$ cat config.mk
export PLATFORM = sky130hd
export DESIGN_NAME = axi_lite_bridge
export DESIGN_NICKNAME = d
export VERILOG_FILES = /design/src/rtl/lexington_pkg.sv /design/src/rtl/axi_lite_bridge.sv
export SDC_FILE = /design/constraint.sdc
export NUM_CORES = 1
export LEC_CHECK = 0
export CAP_MARGIN = 10
export CORE_ASPECT_RATIO = 0.6
export CORE_MARGIN = 4
export CORE_UTILIZATION = 28
export CTS_CLUSTER_DIAMETER = 100
export CTS_CLUSTER_SIZE = 20
export DETAILED_ROUTE_END_ITERATION = 12
export SETUP_SLACK_MARGIN = 0.5
export SYNTH_ARGS = -nofsm -noshare
export SYNTH_HDL_FRONTEND = slang
export SYNTH_SLANG_ARGS = --single-unit
$ cat constraint.sdc
create_clock -name clk -period 4.8 [get_ports clk]
set_input_delay 0.72 -clock clk [delete_from_list [all_inputs] [get_ports clk]]
set_output_delay 0.72 -clock clk [all_outputs]
set_load 0.1 [all_outputs]
$ cat src/rtl/lexington_pkg.sv
// Shared types and defaults for the core-to-AXI4-Lite bridge.
package lexington_pkg;

  localparam int DEFAULT_AXI_ADDR_WIDTH = 32;
  localparam int DEFAULT_AXI_TIMEOUT    = 256;

  typedef enum logic [1:0] {
    OKAY   = 2'b00,
    EXOKAY = 2'b01,
    SLVERR = 2'b10,
    DECERR = 2'b11
  } axi_resp_t;

  typedef enum logic [2:0] {
    ST_IDLE,
    ST_WRITE,
    ST_WR_RESP,
    ST_READ,
    ST_RD_RESP,
    ST_DONE,
    ST_DRAIN
  } axi_bridge_state_t;

  function automatic logic resp_is_error(input logic [1:0] resp);
    return (resp == SLVERR) || (resp == DECERR);
  endfunction

endpackage

$ cat src/rtl/axi_lite_bridge.sv
// Turns single-word DBus requests from the core into AXI4-Lite master
// transactions, stalling the core until the response (or a timeout) arrives.
module axi_lite_bridge
  import lexington_pkg::*;
#(
  parameter int AXI_ADDR_WIDTH = DEFAULT_AXI_ADDR_WIDTH,
  parameter int TIMEOUT_CYCLES = DEFAULT_AXI_TIMEOUT
) (
  input  logic                      clk,
  input  logic                      rst,
  input  logic                      rd_en,
  input  logic                      wr_en,
  input  logic [AXI_ADDR_WIDTH-1:0] addr,
  input  logic [31:0]               wr_data,
  input  logic [3:0]                wr_strobe,
  output logic [31:0]               rd_data,
  output logic                      access_fault,
  output logic                      busy,
  output logic [AXI_ADDR_WIDTH-1:0] m_awaddr,
  output logic [2:0]                m_awprot,
  output logic                      m_awvalid,
  input  logic                      m_awready,
  output logic [31:0]               m_wdata,
  output logic [3:0]                m_wstrb,
  output logic                      m_wvalid,
  input  logic                      m_wready,
  input  logic [1:0]                m_bresp,
  input  logic                      m_bvalid,
  output logic                      m_bready,
  output logic [AXI_ADDR_WIDTH-1:0] m_araddr,
  output logic [2:0]                m_arprot,
  output logic                      m_arvalid,
  input  logic                      m_arready,
  input  logic [31:0]               m_rdata,
  input  logic [1:0]                m_rresp,
  input  logic                      m_rvalid,
  output logic                      m_rready
);

  localparam int                CNT_W     = $clog2(TIMEOUT_CYCLES + 2);
  localparam logic [CNT_W-1:0]  CNT_MAX   = {CNT_W{1'b1}};
  localparam logic [CNT_W-1:0]  CNT_LIMIT = CNT_W'((TIMEOUT_CYCLES == 0) ? 0 : TIMEOUT_CYCLES - 1);

  // r_state is the core-facing sequence; r_phase is the AXI-side progress,
  // which keeps running on its own after a timeout until the slave answers.
  axi_bridge_state_t r_state, w_state_next;
  axi_bridge_state_t r_phase, w_phase_next;

  logic [AXI_ADDR_WIDTH-1:0] r_addr;
  logic [31:0]               r_wdata;
  logic [3:0]                r_wstrb;
  logic                      r_aw_done, r_w_done;
  logic [CNT_W-1:0]          r_cnt;
  logic [31:0]               r_rd_data;
  logic                      r_fault;

  logic w_req, w_accept, w_active, w_timeout;
  logic w_aw_hs, w_w_hs, w_ar_hs, w_b_hs, w_r_hs, w_resp_hs;

  assign w_req     = rd_en | wr_en;
  assign w_accept  = (r_state == ST_IDLE) && w_req;
  assign w_active  = r_state inside {ST_WRITE, ST_WR_RESP, ST_READ, ST_RD_RESP};
  assign w_timeout = (TIMEOUT_CYCLES != 0) && (r_cnt == CNT_LIMIT);

  assign w_aw_hs   = m_awvalid & m_awready;
  assign w_w_hs    = m_wvalid & m_wready;
  assign w_ar_hs   = m_arvalid & m_arready;
  assign w_b_hs    = m_bready & m_bvalid;
  assign w_r_hs    = m_rready & m_rvalid;
  assign w_resp_hs = w_b_hs | w_r_hs;

  always_comb begin
    w_phase_next = r_phase;
    case (r_phase)
      ST_IDLE:    if (w_accept) w_phase_next = wr_en ? ST_WRITE : ST_READ;
      ST_WRITE:   if ((r_aw_done | w_aw_hs) && (r_w_done | w_w_hs)) w_phase_next = ST_WR_RESP;
      ST_WR_RESP: if (m_bvalid) w_phase_next = ST_IDLE;
      ST_READ:    if (w_ar_hs) w_phase_next = ST_RD_RESP;
      ST_RD_RESP: if (m_rvalid) w_phase_next = ST_IDLE;
      default:    w_phase_next = ST_IDLE;
    endcase
  end

  always_comb begin
    w_state_next = r_state;
    case (r_state)
      ST_IDLE: if (w_accept) w_state_next = w_phase_next;
      ST_WRITE, ST_WR_RESP, ST_READ, ST_RD_RESP: begin
        // A withdrawn request still finishes on the bus but skips DONE.
        if (w_resp_hs)      w_state_next = w_req ? ST_DONE : ST_IDLE;
        else if (w_timeout) w_state_next = ST_DONE;
        else                w_state_next = w_phase_next;
      end
      ST_DONE:  w_state_next = (w_phase_next == ST_IDLE) ? ST_IDLE : ST_DRAIN;
      ST_DRAIN: if (w_phase_next == ST_IDLE) w_state_next = ST_IDLE;
      default:  w_state_next = ST_IDLE;
    endcase
  end

  always_ff @(posedge clk) begin
    if (rst) begin
      r_state   <= ST_IDLE;
      r_phase   <= ST_IDLE;
      r_addr    <= '0;
      r_wdata   <= '0;
      r_wstrb   <= '0;
      r_aw_done <= 1'b0;
      r_w_done  <= 1'b0;
      r_cnt     <= '0;
      r_rd_data <= '0;
      r_fault   <= 1'b0;
    end else begin
      r_state <= w_state_next;
      r_phase <= w_phase_next;
      if (w_accept) begin
        r_addr    <= addr & ~(AXI_ADDR_WIDTH'(3));
        r_wdata   <= wr_data;
        r_wstrb   <= wr_strobe;
        r_aw_done <= 1'b0;
        r_w_done  <= 1'b0;
        r_cnt     <= CNT_W'(1);
      end else begin
        if (w_aw_hs) r_aw_done <= 1'b1;
        if (w_w_hs)  r_w_done  <= 1'b1;
        if (w_active && (r_cnt != CNT_MAX)) r_cnt <= r_cnt + CNT_W'(1);
      end
      if (w_active) begin
        if (w_resp_hs) begin
          if (w_req) begin
            r_fault <= resp_is_error(w_r_hs ? m_rresp : m_bresp);
            if (w_r_hs) r_rd_data <= m_rdata;
          end
        end else if (w_timeout) begin
          r_fault   <= 1'b1;
          r_rd_data <= '0;
        end
      end
    end
  end

  assign busy         = (w_req && (r_state != ST_DONE)) || (r_state == ST_DRAIN);
  assign rd_data      = r_rd_data;
  assign access_fault = r_fault;

  assign m_awaddr  = r_addr;
  assign m_araddr  = r_addr;
  assign m_awprot  = 3'b000;
  assign m_arprot  = 3'b000;
  assign m_wdata   = r_wdata;
  assign m_wstrb   = r_wstrb;
  assign m_awvalid = (r_phase == ST_WRITE) && !r_aw_done;
  assign m_wvalid  = (r_phase == ST_WRITE) && !r_w_done;
  assign m_bready  = (r_phase == ST_WR_RESP);
  assign m_arvalid = (r_phase == ST_READ);
  assign m_rready  = (r_phase == ST_RD_RESP);

endmodule
# == After elaboration in Yosys (flattened, before gate mapping) ==
# Index checks and enable logic that the tools add are counted.
# classes
n_addsub,1
n_eq_ne,19
n_mux,24
n_bitwise,9
reduce_logical,21
# ops
operator,count
32-bit two-way mux,4
3-bit two-way mux,11
3-bit case mux with 5 select lines,1
"3-bit by 2-bit == test with 1-bit output, second input constant",4
"3-bit == test, second input constant",4
3-bit case mux with 4 select lines,1
"9-bit by 1-bit adder with 9-bit output, second input constant",1
"9-bit by 8-bit == test with 1-bit output, second input constant",1
3-bit zero test,3
"9-bit inequality test, second input constant",1
"2-bit inequality test, second input constant",4
"3-bit by 1-bit == test with 1-bit output, second input constant",2
1-bit logical AND,6
1-bit bitwise AND,5
1-bit two-way mux,5
"2-bit == test, second input constant",2
2-bit two-way mux,2
1-bit OR,4
4-bit AND reduction,1
2-bit nonzero test,2
4-bit nonzero test,1
4-bit OR reduction,1
"3-bit inequality test, second input constant",1
3-bit AND reduction,1
other kinds (4),6
# totals
ff_bits,116
input_bits,113
out_inout_bits,145
wordCells,85

# == Depth between registers and ports, before layout ==
# depth
depth_word,10
ltp_mapped,9
depth_no_buf,8

# == Worst setup path before layout ==
# OpenSTA, ideal clock, no wires.
# synth_path
kind,input to output
startpoint,in wr_en
endpoint,out busy
arrival_ns,2.560
required_time_ns,4.080
slack_ns,1.520
cell_stages,4
path_buffers,1
cell_sequence,or2_2 clkbuf_1 o21ai_0 a21oi_1
# synth_via
elab_chain_len,3
# synth_rtl
item,line,rtl
"start, declared",axi_lite_bridge.sv:12,"input logic wr_en,"
1-bit OR,axi_lite_bridge.sv:60,assign w_req = rd_en | wr_en;
1-bit logical AND,axi_lite_bridge.sv:141,assign busy = (w_req && (r_state != ST_DONE)) || (r_state == ST_DRAIN);
1-bit logical OR,axi_lite_bridge.sv:141,
"end, declared",axi_lite_bridge.sv:18,"output logic busy,"
# No other way between the ends.

# == Worst setup path after layout ==
# layout_path
startpoint,reg r_phase[0]
endpoint,out m_awvalid
# layout_via
elab_chain_len,2
# layout_rtl
item,line,rtl
"start, declared",axi_lite_bridge.sv:47,"axi_bridge_state_t r_phase, w_phase_next;"
"start signal, assigned",axi_lite_bridge.sv:114,r_phase <= w_phase_next;
3-bit by 1-bit == test with 1-bit output,axi_lite_bridge.sv:151,assign m_awvalid = (r_phase == ST_WRITE) && !r_aw_done;
1-bit logical AND,axi_lite_bridge.sv:151,
"end, declared",axi_lite_bridge.sv:21,"output logic m_awvalid,"
# No other way between the ends.

==> out/results.txt <==
The tools report the number of hold violations in the final report as 0. The net count of the finished layout was 846; the maximum level of the CTS H-tree was 4. The sum of overflow across all layers after global routing was 0. Clock latency on the worst-skew pair, taken at its later pin, is 0.40 ns.

Clock tree synthesis selected as its root buffer the cell sky130_fd_sc_hd__clkbuf_16. The cell count of the worst hold path was 2. Fmax: 304 MHz. For the post-CTS resize count, the log shows 0. The pin slew with the least headroom to its limit was 1.03 ns; the area overhead of the layout relative to synthesis was 64.2%. The top-level I/O count is 258, and the total via count in the routed design is 4348. After layout, the design draws a total of 4.90 mW. The cell taking the most area after synthesis is sky130_fd_sc_hd__dfxtp_1.

Synthesis instantiated 54 different standard cells from the library. Launching element type of the critical path: a register. Clock-pin slew was measured on the worst setup and hold paths at 0.05 ns.

For the worst flop-to-flop path, the logic depth is 8. Dividing the detail-routed via count by the number of cells gives 4.47. Ranked by total cell area, the synthesized netlist is headed by sky130_fd_sc_hd__dfxtp_1 50%, sky130_fd_sc_hd__nand2_1 11%, sky130_fd_sc_hd__a21oi_1 8.1%. Clock tree synthesis inserted a total of 17 buffers. The relative slew slack came out at 0.308. The share of the clock period used by the worst path came out at 0.686. Most repeated cell in the gate-level netlist after synthesis: sky130_fd_sc_hd__nand2_1. Start of the worst register-to-register path: r_cnt[0]$_SDFFE_PP0P_. Via count of the first global-routing pass: 4427. The tools report the startpoint of the worst hold path as m_wdata[31]$_SDFFE_PP0P_. The count of buffers added on input and output ports is 243.

The average wire per standard cell came out at 14.9 um. TritonCTS built the clock tree. By count the netlist is led by 138 x sky130_fd_sc_hd__nand2_1, 116 x sky130_fd_sc_hd__dfxtp_1, 75 x sky130_fd_sc_hd__a21oi_1. After clock tree synthesis, the setup repair step added 0 buffers.

The worst stage delay on the critical path is 1.15 ns. The critical path class was register to output port. The run gives 22700 um as the first-pass GRT wire length.

The logs give 0.469 for the end-of-flow core utilization and 2 for the buffer levels on the longest clock path. Yosys printed 0 warnings. The HPWL after detailed placement is 10500 um. In this run the static leakage power is 2.89 nW. The portion of the post-synthesis area used by sequential elements was 0.500; the sum of negative setup slack was 0 ns. Clock tree synthesis found a total of 116 sinks. The number of gates on the worst path with buffers counted is 3, and the endpoint required time on the critical path is 4.08 ns. The total core area is 16300 um2.

For the hold-fix buffer count after cts, the log shows 0. Post-synthesis register bit count: 116. The area of the mapped netlist was 4640 um2. In this run the core area contains 36 standard-cell rows. The first-pass detailed-route iteration total was 4. The logs give 0 for the number of DRC violations after detailed routing and 0 for the number of nets still failing antenna checks after routing.

The tools report the worst hold-check slack as 0.455 ns. The number of max-slew violations in the final report is 0, and the maximum number of pins on one net before global-route repair is 49. The final layout contains routed wiring with a total length of 14500 um.

The flow ran to the end, and the final reports show no timing, DRC or antenna violations. IR analysis of the VDD net gives a maximum drop of 0.000222 V. The fraction of final layout cells with drive strength greater than 1 works out to 0.0673. For the effective utilization at floorplan, the log shows 0.286. The critical-path cell with the highest stage delay is sky130_fd_sc_hd__clkdlybuf4s50_1. The worst setup path is captured at an output port. Number of DRC violations after detailed-routing iteration 0: 203. The tools report the final weighted congestion in routability-driven placement as 0.809. The run gives 1 as the initial antenna violation count. The portion of synthesized cell area occupied by the leading cell type works out to 0.500. A synthesized cell averages 8.74 um2. The fraction of registers with async set/reset was 0. Clock skew on the completed layout was measured at 0.0152 ns. After layout, the minimum clock period comes to 3.29 ns. Class of the most critical hold timing path: register to register. The die covers 18800 um2. In this run the worst path has a maximum fanout of 10. Setup repair after global routing left no endpoint under its margin.

In this run the power density over the cells is 643 nW/um2. The run gives 0 as the number of failing setup endpoints in the final timing report. Counting every instance in the synthesized netlist gives 531.

Commonest register cell after synthesis: sky130_fd_sc_hd__dfxtp_1. The family with the most delay on the worst path is buffers and inverters. For the number of max-cap violations, the log shows 0. Walking the worst path, the cells encountered are or3b_4, nor2_1, clkdlybuf4s50_1. The most critical setup path has its startpoint at r_phase[0]$_SDFF_PP0_. The tools report the total routing usage reported by global routing as 0.151. The setup slack of the worst register-to-register path is 2.49 ns, and the vertical die dimension is 108 um.

The path with the worst hold slack has its endpoint at m_wdata[31]$_SDFFE_PP0P_. The floorplan step set the die width to 174 um. Number of enable-type register cells in the synthesized netlist: 0.

In this run the critical register-to-register path is captured at r_cnt[5]$_SDFFE_PP0P_. The critical path buffer and inverter count was 1. STA puts the critical path data arrival time at 2.57 ns.
## layout by cell type, fill, tap and decap left out, types with 4 or more instances in the layout
master / synthesis / layout
sky130_fd_sc_hd__clkbuf_16: 0 / 17
sky130_fd_sc_hd__nor2b_1: 4 / 4
sky130_fd_sc_hd__dfxtp_1: 116 / 116
sky130_fd_sc_hd__bufinv_16: 0 / 6
sky130_fd_sc_hd__clkdlybuf4s50_1: 0 / 241
sky130_fd_sc_hd__conb_1: 1 / 10
sky130_fd_sc_hd__buf_4: 41 / 6
sky130_fd_sc_hd__a22o_1: 32 / 32
sky130_fd_sc_hd__a21oi_1: 75 / 75
sky130_fd_sc_hd__nand2_1: 138 / 137
sky130_fd_sc_hd__xor2_1: 5 / 5
sky130_fd_sc_hd__nor2_1: 19 / 19
sky130_fd_sc_hd__nand3_1: 5 / 5
## cells by family (layout without fill, tap and decap cells)
| group | after synthesis | after routing | share of synthesized area |
|---|---|---|---|
| multiplexers | 3 | 3 | 0.00674 |
| XOR/XNOR | 8 | 8 | 0.0151 |
| other | 1 | 11 | 0.000808 |
| flip-flops | 116 | 116 | 0.500 |
| adder cells (fa/ha/maj) | 4 | 4 | 0.0102 |
| buffers and inverters | 80 | 283 | 0.109 |
| AO/OA/AOI/OAI | 125 | 125 | 0.170 |
| AND/OR/NAND/NOR | 194 | 194 | 0.188 |
## worst min-delay path, delay by kind of cell, from the launching register on
family | cells | cell delay (ns)
flops | 1 | 0.31
compound gates | 1 | 0.05
simple gates | 1 | 0.05
## state kept, by name (all words and copies together), names as in the netlist, 3 cells and up
| signal | count |
|---|---|
| m_wdata | 32 |
| r_phase | 3 |
| r_state | 3 |
| rd_data | 32 |
| r_cnt | 9 |
| m_araddr | 30 |
| m_wstrb | 4 |
## how the worst max path moves through the flow
stage / endpoint
floorplan: busy
global placement: r_cnt[8]$_SDFFE_PP0P_
detailed placement: r_cnt[8]$_SDFFE_PP0P_
CTS: m_awvalid
global route: m_wvalid
finish: m_awvalid
## area by class of cell
type / count / area (um2)
Fill cell: 1526 / 8640
Clock inverter: 14 / 248
Multi-Input combinational cell: 344 / 1850
Sequential cell: 116 / 2320
Clock buffer: 18 / 439
Inverter: 3 / 11.3
Antenna cell: 1 / 2.50
Tap cell: 228 / 285
Timing Repair Buffer: 248 / 2460
## power by group
part | leakage, nW | internal, mW | switching, mW
Sequential | 0.949 | 1.10 | 0.101
Combinational | 1.61 | 0.517 | 1.72
Clock | 0.328 | 0.996 | 0.479
## layer usage
layer,up-vias,global-route usage,share of wire
li1,2135,-,-
met1,2022,0.180,0.44
met2,183,0.244,0.45
met3,8,0.0755,0.10
met4,0,0.0373,0.0094
met5,-,0,0
## through the flow
| step | setup WS, ns | area [um2] | instances |
|---|---|---|---|
| 6_report | 1.51 | 7620 | 972 |
| 5_1_grt | 1.40 | 7620 | 972 |
| 4_1_cts | 1.49 | 7620 | 971 |
| 3_5_place_dp | 1.75 | 6930 | 939 |
| 3_3_place_gp | 1.83 | 6930 | 939 |
| 2_1_floorplan | 1.52 | 4680 | 540 |
No activity file was read; power rests on OpenSTA's default activity.
